## config.mk

```make
export PLATFORM = sky130hd
export DESIGN_NAME = dm_port_ctrl
export DESIGN_NICKNAME = d
export VERILOG_FILES = /design/src/rtl/dm_pkg.sv /design/src/rtl/dm_age_arb.sv /design/src/rtl/dm_port_ctrl.sv
export SDC_FILE = /design/constraint.sdc
export NUM_CORES = 1
export LEC_CHECK = 0
export ABC_AREA = 1
export BUFFER_PORTS_ARGS = -buffer_cell sky130_fd_sc_hd__buf_2
export CAP_MARGIN = 20
export CORE_AREA = 3 3 124 126
export CTS_CLUSTER_SIZE = 28
export DETAILED_ROUTE_END_ITERATION = 7
export DIE_AREA = 0 0 127 129
export SLEW_MARGIN = 20
export SYNTH_ARGS = -nofsm -noshare
export SYNTH_HDL_FRONTEND = slang
export SYNTH_SLANG_ARGS = --single-unit
```

## constraint.sdc

```tcl
create_clock -name clk -period 1.4 [get_ports clk]
set_input_delay 0.14 -clock clk [delete_from_list [all_inputs] [get_ports clk]]
set_output_delay 0.14 -clock clk [all_outputs]
set_load 0.01 [all_outputs]
```

## src/rtl/dm_pkg.sv

```systemverilog
// Shared types and helpers for the data-memory port controller.
// The one-hot grant bit positions are shared by the arbiter and the top.
package dm_pkg;

    typedef enum logic {
        IDLE,
        RD_WAIT
    } state_t;

    typedef enum logic [1:0] {
        OWN_NONE,
        OWN_LSU,
        OWN_DMA
    } owner_t;

    typedef enum logic [1:0] {
        GNT_NONE,
        GNT_ST,
        GNT_LD,
        GNT_DMA
    } grant_t;

    localparam int GI_ST  = 0;
    localparam int GI_LD  = 1;
    localparam int GI_DMA = 2;

    // Expand active-low byte strobes into active-low SRAM bit enables.
    function automatic logic [31:0] strb_to_bweb(input logic [3:0] strb);
        logic [31:0] bweb;
        for (int n = 0; n < 4; n++) begin
            bweb[8*n +: 8] = {8{strb[n]}};
        end
        return bweb;
    endfunction

endpackage

```

## src/rtl/dm_age_arb.sv

```systemverilog
// Fixed-priority arbiter (store > load > DMA) for the data-memory port.
// A DMA request that keeps losing is forced through once it has waited MAX_STARVE cycles.
module dm_age_arb
    import dm_pkg::*;
#(
    parameter int MAX_STARVE = 4
) (
    input  logic       clk,
    input  logic       rst,
    input  logic       store_valid,
    input  logic       load_valid,
    input  logic       dma_valid,
    input  logic       port_free,
    output logic [2:0] grant
);

    localparam int CW = $clog2(MAX_STARVE + 1);
    localparam logic [CW-1:0] CNT_MAX = CW'(MAX_STARVE);

    logic [CW-1:0] starve_cnt;
    logic          force_dma;

    assign force_dma = dma_valid && (starve_cnt == CNT_MAX);

    always_comb begin
        grant = '0;
        if (port_free && !rst) begin
            if (force_dma) begin
                grant[GI_DMA] = 1'b1;
            end else if (store_valid) begin
                grant[GI_ST] = 1'b1;
            end else if (load_valid) begin
                grant[GI_LD] = 1'b1;
            end else if (dma_valid) begin
                grant[GI_DMA] = 1'b1;
            end
        end
    end

    // Counts cycles a DMA request sits un-granted; any gap in the request restarts it.
    always_ff @(posedge clk) begin
        if (rst) begin
            starve_cnt <= '0;
        end else if (!dma_valid || grant[GI_DMA]) begin
            starve_cnt <= '0;
        end else if (starve_cnt != CNT_MAX) begin
            starve_cnt <= starve_cnt + 1'b1;
        end
    end

endmodule

```

## src/rtl/dm_port_ctrl.sv

```systemverilog
// Single-port data-memory SRAM controller: arbitrates LSU store/load and DMA,
// drives SRAM strobes, and returns fixed-latency read data to the requester that issued it.
module dm_port_ctrl
    import dm_pkg::*;
#(
    parameter int DM_AW      = 14,
    parameter int RD_LAT     = 1,
    parameter int MAX_STARVE = 4
) (
    input  logic             clk,
    input  logic             rst,
    input  logic [31:0]      ld_st_req_addr,
    input  logic             store_req_valid,
    output logic             store_req_ready,
    input  logic [3:0]       store_strb,
    input  logic [31:0]      store_data,
    output logic             store_data_valid,
    input  logic             load_req_valid,
    output logic             load_req_ready,
    output logic             load_data_valid,
    output logic [31:0]      load_data,
    input  logic             dma_req_valid,
    output logic             dma_req_ready,
    input  logic             dma_req_we,
    input  logic [31:0]      dma_req_addr,
    input  logic [31:0]      dma_req_wdata,
    output logic             dma_rdata_valid,
    output logic [31:0]      dma_rdata,
    output logic             dm_ceb,
    output logic             dm_web,
    output logic [31:0]      dm_bweb,
    output logic [DM_AW-1:0] dm_a,
    output logic [31:0]      dm_di,
    input  logic [31:0]      dm_do
);

    localparam int LW = $clog2(RD_LAT + 1);
    localparam logic [LW-1:0] LAT_ONE = LW'(1);

    state_t      state;
    state_t      state_nxt;
    owner_t      rd_owner;
    logic [LW-1:0] lat_cnt;
    logic        st_done;
    logic [2:0]  grant_oh;
    grant_t      gnt;
    logic        gnt_rd;
    logic        rd_ret;
    logic        port_free;
    logic        unused_addr;

    // Only the word-address field of each byte address reaches the SRAM.
    assign unused_addr = ^{ld_st_req_addr, dma_req_addr};

    // The final latency cycle frees the port so a new access can overlap the return.
    assign rd_ret    = (state == RD_WAIT) && (lat_cnt == LAT_ONE);
    assign port_free = (state == IDLE) || rd_ret;

    dm_age_arb #(
        .MAX_STARVE (MAX_STARVE)
    ) u_arb (
        .clk         (clk),
        .rst         (rst),
        .store_valid (store_req_valid),
        .load_valid  (load_req_valid),
        .dma_valid   (dma_req_valid),
        .port_free   (port_free),
        .grant       (grant_oh)
    );

    always_comb begin
        gnt = GNT_NONE;
        if (grant_oh[GI_ST]) begin
            gnt = GNT_ST;
        end else if (grant_oh[GI_LD]) begin
            gnt = GNT_LD;
        end else if (grant_oh[GI_DMA]) begin
            gnt = GNT_DMA;
        end
    end

    assign gnt_rd = (gnt == GNT_LD) || ((gnt == GNT_DMA) && !dma_req_we);

    always_ff @(posedge clk) begin
        if (rst) begin
            state <= IDLE;
        end else begin
            state <= state_nxt;
        end
    end

    always_comb begin
        state_nxt = state;
        case (state)
            IDLE:    if (gnt_rd) state_nxt = RD_WAIT;
            RD_WAIT: if (rd_ret) state_nxt = gnt_rd ? RD_WAIT : IDLE;
            default: state_nxt = IDLE;
        endcase
    end

    always_ff @(posedge clk) begin
        if (rst) begin
            lat_cnt  <= '0;
            rd_owner <= OWN_NONE;
            st_done  <= 1'b0;
        end else begin
            st_done <= (gnt == GNT_ST);
            if (gnt_rd) begin
                lat_cnt  <= LW'(RD_LAT);
                rd_owner <= (gnt == GNT_LD) ? OWN_LSU : OWN_DMA;
            end else if (lat_cnt != '0) begin
                lat_cnt <= lat_cnt - 1'b1;
                if (lat_cnt == LAT_ONE) rd_owner <= OWN_NONE;
            end
        end
    end

    always_comb begin
        store_req_ready  = (gnt == GNT_ST);
        load_req_ready   = (gnt == GNT_LD);
        dma_req_ready    = (gnt == GNT_DMA);
        store_data_valid = st_done && !rst;
        load_data_valid  = rd_ret && (rd_owner == OWN_LSU) && !rst;
        dma_rdata_valid  = rd_ret && (rd_owner == OWN_DMA) && !rst;
        load_data        = load_data_valid ? dm_do : '0;
        dma_rdata        = dma_rdata_valid ? dm_do : '0;
        dm_ceb           = 1'b1;
        dm_web           = 1'b1;
        dm_bweb          = '1;
        dm_a             = '0;
        dm_di            = '0;
        case (gnt)
            GNT_ST: begin
                dm_ceb  = 1'b0;
                dm_web  = 1'b0;
                dm_bweb = strb_to_bweb(store_strb);
                dm_a    = ld_st_req_addr[DM_AW+1:2];
                dm_di   = store_data;
            end
            GNT_LD: begin
                dm_ceb = 1'b0;
                dm_a   = ld_st_req_addr[DM_AW+1:2];
            end
            GNT_DMA: begin
                dm_ceb = 1'b0;
                dm_a   = dma_req_addr[DM_AW+1:2];
                if (dma_req_we) begin
                    dm_web  = 1'b0;
                    dm_bweb = '0;
                    dm_di   = dma_req_wdata;
                end
            end
            default: ;
        endcase
    end

endmodule

```

# ---- Yosys cells after proc, flatten, opt, wreduce, memory -nomap -nowiden
# Index checks and enable logic that the tools add are counted.
dict set report totals {
  regBits 8
  latchBits 0
  ram_bits 0
  mem_bits_ro 0
  input_bits 170
  out_inout_bits 150
  elab_cells 63
  n_memories 0
}
dict set report classes {
  n_addsub 2
  multipliers 0
  n_div 0
  n_lt_le_gt_ge 0
  n_eq_ne 7
  shifts 0
  muxes 29
  n_bitwise 1
  n_reduce_logical 19
}
# op count
set op_table {}
lappend op_table {{2-to-1 mux 32 bit} 4}
lappend op_table {{case mux 32 bit (2 select lines)} 2}
lappend op_table {{case mux 14 bit (2 select lines)} 1}
lappend op_table {{2-to-1 mux 2 bit} 8}
lappend op_table {{2-to-1 mux 1 bit} 11}
lappend op_table {{logical AND 1 bit} 9}
lappend op_table {{== test 2 bit (second input constant)} 3}
lappend op_table {{== test 2 x 1 -> 1 bit (second input constant)} 2}
lappend op_table {{case mux 1 bit (2 select lines)} 2}
lappend op_table {{OR reduction 2 bit} 2}
lappend op_table {{adder 3 x 1 -> 3 bit (second input constant)} 1}
lappend op_table {{== test 3 bit (second input constant)} 1}
lappend op_table {{logical NOT 1 bit} 3}
lappend op_table {{logical OR 1 bit} 3}
lappend op_table {{2-to-1 mux 3 bit} 1}
lappend op_table {{inequality test 3 bit (second input constant)} 1}
lappend op_table {{OR reduction 3 bit} 1}
lappend op_table {{nonzero test 2 bit} 1}
lappend op_table {{NOT 1 bit} 1}
lappend op_table {{subtractor 1 bit (second input constant)} 1}

# ---- Depth between registers and ports, before layout
# Gate-level depths: netlist of the first run.
dict set report logic_depth {
  ltp_word 14
  ltp_mapped 10
  ltp_nobuf 9
}

# ---- By module
# From an unflattened synthesis of the first run, not the netlist that was laid out.
dict set report hier_totals {
  cells_unflattened 444
  area_unflattened_um2 2172.1
}
# mod n_inst cells_each area_each_um2 seq_area_each_um2
set by_module_without_submodules {}
lappend by_module_without_submodules {dm_port_ctrl 1 409 1943.1 100.1}
lappend by_module_without_submodules {dm_age_arb 1 35 229.0 60.1}

# ---- Worst setup path after synthesis of the first run
# No wires, ideal clock.
dict set report synth_path {
  path_type {register to output}
  startpoint {register u_arb.starve_cnt[0]}
  endpoint {output dm_bweb[10]}
  t_arrival_ns 1.467
  required_time_ns 1.260
  setup_slack_ns -0.207
  stages_incl_launch_ff 11
  n_path_buf 1
  cell_sequence {dfxtp_1 -> inv_1 -> ha_1 -> nand3_2 -> nand2_1 -> nand2_2 -> inv_2 -> nand2_1 -> o21ai_0 -> inv_1 -> buf_4}
}
dict set report synth_between {
  elab_chain_len 9
  elab_cells_between_ends 11
  cone_classes {eq/ne (3); mux (7); reduce/logical (1)}
}
# item line_no
set synth_rtl {}
lappend synth_rtl {{start: declaration} dm_age_arb.sv:20} ;# logic [CW-1:0] starve_cnt;
lappend synth_rtl {{start signal: assignment} dm_age_arb.sv:47} ;# starve_cnt <= starve_cnt + 1'b1;
lappend synth_rtl {{== test 3 bit *} dm_age_arb.sv:23} ;# assign force_dma = dma_valid && (starve_cnt == CNT_MAX);
lappend synth_rtl {{logical AND 1 bit *} dm_age_arb.sv:23}
lappend synth_rtl {{2-to-1 mux 1 bit} dm_age_arb.sv:28} ;# if (force_dma) begin
lappend synth_rtl {{2-to-1 mux 3 bit *} dm_age_arb.sv:27} ;# if (port_free && !rst) begin
lappend synth_rtl {{2-to-1 mux 2 bit} dm_port_ctrl.sv:77} ;# end else if (grant_oh[GI_DMA]) begin
lappend synth_rtl {{2-to-1 mux 2 bit} dm_port_ctrl.sv:75} ;# end else if (grant_oh[GI_LD]) begin
lappend synth_rtl {{2-to-1 mux 2 bit *} dm_port_ctrl.sv:73} ;# if (grant_oh[GI_ST]) begin
lappend synth_rtl {{== test 2 bit or == test 2 x 1 -> 1 bit (tied branches)} dm_port_ctrl.sv:132} ;# case (gnt)
lappend synth_rtl {{case mux 32 bit (2 select lines) *} dm_port_ctrl.sv:132}
lappend synth_rtl {{end: declaration} dm_port_ctrl.sv:31} ;# output logic [31:0] dm_bweb,
# Every way passes the cells marked *; elsewhere a longest branch is shown, timed or not.

# ---- Worst setup path after layout of the first run
dict set report layout_path {
  startpoint {register u_arb.starve_cnt[0]}
  endpoint {output dm_bweb[18]}
}
# Same word-level chain as after synthesis.

==> results of run 1 <==
worst max-delay path, delay by kind of cell (launching register included):
kind | cells | cell delay [ps]
AO/OA/AOI/OAI | 1 | 110
flip-flops | 1 | 320
buffers and inverters | 5 | 610
AND/OR/NAND/NOR | 2 | 240
adder cells (fa/ha/maj) | 1 | 160
worst paths after layout:
| path | from | endpoint |
|---|---|---|
| worst min-delay path | dma_req_valid | u_arb.starve_cnt[0] |
| worst max register to register | u_arb.starve_cnt[0] | rd_owner[0] |
| worst min register to register | u_arb.starve_cnt[1] | u_arb.starve_cnt[1] |
| worst max-delay path | u_arb.starve_cnt[0] | dm_bweb[18] |
state kept, by name, summed over array words and instances, names as in the netlist:
register	count
u_arb.starve_cnt	3
rd_owner	2
lat_cnt	1
st_done	1
state	1
metrics by stage:
step	hold WS, ps	cell area [µm²]	util (%)	power, µW
final	299	4900	33.9	1750
after global routing	324	4900	33.9	1860
after CTS	307	3880	26.9	1590
after detailed placement	547	3300	22.9	998
after global placement	539	3300	22.9	996
after floorplan	269	1760	-	639
synth_stat cells:
master / instances / area [µm²]
nand2_1: 144 / 541
nor2_1: 70 / 263
inv_1: 49 / 184
buf_4: 33 / 248
dfxtp_1: 8 / 160
nand2_2: 7 / 43.8
buf_2: 6 / 30.0
nand3_1: 5 / 25.0
o21ai_0: 4 / 20.0
buf_6: 3 / 33.8
inv_2: 3 / 11.3
nand3_2: 3 / 30.0
a21oi_1: 2 / 10.0
ha_1: 2 / 25.0
nand4_1: 2 / 12.5
a21oi_4: 1 / 16.3
nand3b_1: 1 / 7.51
nor2_4: 1 / 11.3
o211ai_1: 1 / 7.51
xnor2_1: 1 / 8.76
xor2_1: 1 / 8.76
where the power goes:
| part | switching (µW) | total (µW) | internal (µW) |
|---|---|---|---|
| clock | 108 | 476 | 368 |
| combinational | 521 | 1020 | 497 |
| sequential | 9.42 | 254 | 245 |
| total | 639 | 1750 | 1110 |
logic make-up (layout without fill, tap and decap cells):
family,Yosys count,count (layout),synth area share (%)
fa+ha+maj,2,2,1.47
flops,8,8,9.44
compound gates,8,8,3.17
buf+inv,94,382,29.9
xor+xnor,2,2,1.03
simple gates,233,233,55.0
per-layer routing:
metal  track usage (%)  routed length, µm
met1              12.6               4170
met2              19.1               5960
met5                 0                  0
met3              1.91               1000
met4              1.70                 64
layout make-up:
class | count | area share, %
Timing Repair Buffer | 327 | 52.4
Clock buffer | 3 | 1.53
Tap cell | 184 | 4.70
Sequential cell | 8 | 3.40
Inverter | 52 | 4.50
Multi-Input combinational cell | 245 | 33.5
timing repair:
action,in CTS,in global routing
hold buffers,0,0
endpoints found under the setup margin,149,151
gates cloned,10,6
pin swaps,6,19
resized for setup,52,227
setup buffers,12,3
==> results.yml, run 1 <==
logic_synthesis:
  avgSynthCellArea_um2: 4.89
  synth.distinct_cells: 21
  synth_seq_cells: 8
  syn_area_um2: 1700
  ys_warn_count: 0
  netlist_instances: 347
  synth_nets: 519
  seq_area_frac_synth_pct: 9.44
layout:
  multi_input_area_um2: 1640
  most-common-layout-cells: "buf_2 (213), nand2_1 (89), buf_6 (79), nand2_2 (53), nor2_4 (42)"
  nFillCells: 1479
  regArea_um2: 166
  layout.cells.non_filler: 819
  mostFrequentLayoutCell: "buf_2"
  drive_above_1_share_pct: 75.7
  syn_to_final_growth_pct: 189
  antenna_cells: 0
  fin_nets: 809
outcome:
  status: "complete, but fails checks"
  violations: "setup timing"
timing:
  layout_min_cycle_time_ps: 1800
  finClkSkew_ps: 0.405
  setup_viol: 149
  tns_ps: -45160
  hold_violations: 0
  worst_slew_pin_slew_ps: 248
  max_freq_ghz: 0.556
  fin_crit_sh_pct: 129
  slew_violations: 0
  relSlewSlack_pct: 83.4
  fin_ws_ps: -400
  rsz0062_at_grt: "true"
hold_path:
  min_path_type: "input port to register"
  hold_path_depth: 3
setup_path:
  r2r_cells: 9
  r2r_setup_slack_ps: 0
  crit_path_start_kind: "register"
  required_ps: 1260
  worstPathArrival_ps: 1660
  end_kind: "output pin"
  crit_slowest_cell: "dfxtp_2"
  critPathKind: "register to output pin"
  path_max_fanout: 8
  cp_cell_sequence: "inv_2, ha_4, nand3_4, buf_6, nand3_4, buf_6, o21ai_2, inv_2, buf_2"
  slowest_delay_ps: 320
route:
  drc: 0
  vias: 3147
  ant_nets: 0
  routedWlPerCell_um: 13.7
  drtIter0Drc: 122
  routed_wl_um: 11200
  vias_per_cell: 3.84
  first_pass_iters: 4
placed_design:
  hpwl_um: 6860
  io_buffers: 283
  place_ws_ps: -185
  gp_congestion: 0.855
  dp.cells: 790
power:
  power.density_nw_per_um2: 357
  max-vdd-ir-drop_mv: 0.646
  cellLeakagePower_uw: 0.00277
clock_tree:
  numCtsBuffers: 3
  cts_sinks: 8
  clk_latency_ps: 230
  root_buffer: "clkbuf_16"
  clockBufferDepth: 2
  cts_tree: "yes"
  ctsHtreeMaxLevel: 1
  clk_pin_slew_worst_paths_ps: 40
run:
  cap_violations: 0
die:
  pin_count: 320
  core_area_um2: 14400
  rows: 44
  start_util_pct: 11.8
  die_w_um: 127
  dieArea_um2: 16400
  fp.dieH_um: 129
global_routing:
  grt.total_usage_pct: 10.3
  grt_pass1_vias: 2660
  grt_max_degree: 18
  grt_first_pass_wirelength_um: 13600
  grt_overflow: 0
  antenna_found_initial: 0
(Power assumes the default switching activity.)
==> run 2: changes to the inputs <==
Settings changed: SKIP_CTS_REPAIR_TIMING set to 1.
==> run 2 against run 1 <==
  * The run still ends with setup timing left
  * Register-to-register slack worse by 110 ps
  * Non-clock buffer count is 11 lower
  * Combinational power is 8% lower
  * Routed wire length is 11% lower
  * Critical endpoint is now dm_bweb[17]
  * Largest cell class unchanged
==> results.yml, run 2 (same netlist as run 1, synthesis figures left out) <==
timing:
  worst_slew_pin_slew_ps: 247
  max_freq_ghz: 0.562
  hold_violations: 0
  fin_ws_ps: -379
  setup_viol: 152
  slew_violations: 0
  finClkSkew_ps: 0.654
  layout_min_cycle_time_ps: 1780
  relSlewSlack_pct: 83.5
  fin_crit_sh_pct: 127
  rsz0062_at_grt: "true"
global_routing:
  grt.total_usage_pct: 8.13
  grt_pass1_vias: 2345
  grt_overflow: 0
  grt_first_pass_wirelength_um: 11100
  antenna_found_initial: 0
  grt_max_degree: 34
setup_path:
  r2r_cells: 10
  required_ps: 1260
  path_max_fanout: 8
  slowest_delay_ps: 320
  end_kind: "output pin"
  crit_slowest_cell: "dfxtp_2"
  worstPathArrival_ps: 1640
  critPathKind: "register to output pin"
  cp_cell_sequence: "inv_2, ha_4, nand3_4, nand2_4, nand2_4, buf_6, clkinv_8, nand2_8, o21ai_2, inv_2, buf_2"
  crit_path_start_kind: "register"
layout:
  largest_register_ffs: 3
  reg_top3: "u_arb.starve_cnt: 3 flops, rd_owner: 2 flops"
  design_area_um2: 4240
  antenna_cells: 0
  fin_nets: 798
  drive_above_1_share_pct: 69.1
  nFillCells: 1562
  most-common-layout-cells: "buf_2 (244), nand2_1 (119), nor2_2 (48), buf_6 (43), inv_1 (41)"
  syn_to_final_growth_pct: 150
  utilization_pct: 29.4
  regMostFlops: "u_arb.starve_cnt"
  mostFrequentLayoutCell: "buf_2"
route:
  routedWlPerCell_um: 12.3
  drtIter0Drc: 104
  vias: 3023
  routed_wl_um: 9950
  vias_per_cell: 3.74
  drc: 0
  ant_nets: 0
  first_pass_iters: 4
hold_path:
  hold_path_depth: 3
  min_path_type: "input port to register"
die:
  fp.dieH_um: 129
  pin_count: 320
  die_w_um: 127
  core_area_um2: 14400
  rows: 44
  start_util_pct: 11.8
  dieArea_um2: 16400
power:
  internal_power_uw: 1080
  p_sw_uw: 592
  power.density_nw_per_um2: 393
  cellLeakagePower_uw: 0.00268
  switching_share_pct: 35.5
  max-vdd-ir-drop_mv: 0.649
  sequentialPowerShare_pct: 15.2
  combPwrFrac_pct: 56.3
  p_clk_share_pct: 28.6
clock_tree:
  root_buffer: "clkbuf_16"
  clockBufferDepth: 2
  cts_tree: "yes"
  numCtsBuffers: 3
  clk_pin_slew_worst_paths_ps: 40
  cts_sinks: 8
  ctsHtreeMaxLevel: 1
  clk_latency_ps: 230
placed_design:
  placed_area_um2: 3300
  gp_congestion: 0.855
  hpwl_um: 6860
  io_buffers: 283
run:
  cap_violations: 0
outcome:
  status: "complete, but fails checks"
  violations: "setup timing"
==> run 2: cell type report <==
cell class,count,area [µm²],area share (%)
tap,184,230,5.43
sequential,8,165,3.90
clock buffer,3,75.1,1.77
timing repair buffer,316,2150,50.6
multi-input combinational,245,1400,33.1
inverter,52,220,5.20
==> run 2: worst paths after layout <==
kind                  startpoint                   to  slack (ps)
max          u_arb.starve_cnt[0]          dm_bweb[17]        -380
min                dma_req_valid  u_arb.starve_cnt[0]         290
max reg2reg  u_arb.starve_cnt[0]          rd_owner[0]        -110
min reg2reg  u_arb.starve_cnt[1]  u_arb.starve_cnt[1]         610
==> run 2: metal layers <==
metal / share of wire, % / track usage [%] / vias to the layer above
met1: 39 / 9.57 / 1326
met3: 9.0 / 1.66 / 6
met4: 0.72 / 1.58 / 0
met2: 52 / 15.3 / 159
met5: 0 / 0 / -
li1: - / - / 1532
==> run 2: worst max-delay path: cells and delay by family, from the launching register on <==
kind,cells,cell delay [ps]
compound gates,1,60
simple gates,4,330
fa+ha+maj,1,160
buf+inv,5,520
flops,1,320
==> run 2: through the flow <==
stage / std cells / hold slack, ps / worst slack [ps] / TNS, ps / total power (µW)
after global routing: 808 / 326 / -459 / -48940 / 1770
after CTS: 793 / 307 / -432 / -38740 / 1490
final: 808 / 293 / -379 / -36050 / 1670
after floorplan: 347 / 269 / -2.23 / -62.5 / 639
after detailed placement: 790 / 547 / -185 / -9800 / 998
after global placement: 790 / 539 / -171 / -8170 / 996
==> run 2: power by group through the flow <==
stage,Clock [µW],Combinational (µW),Sequential [µW]
2_1_floorplan,0,385,254
3_3_place_gp,0,742,254
3_5_place_dp,0,743,254
4_1_cts,490,748,251
5_1_grt,500,1020,254
6_report,477,938,253
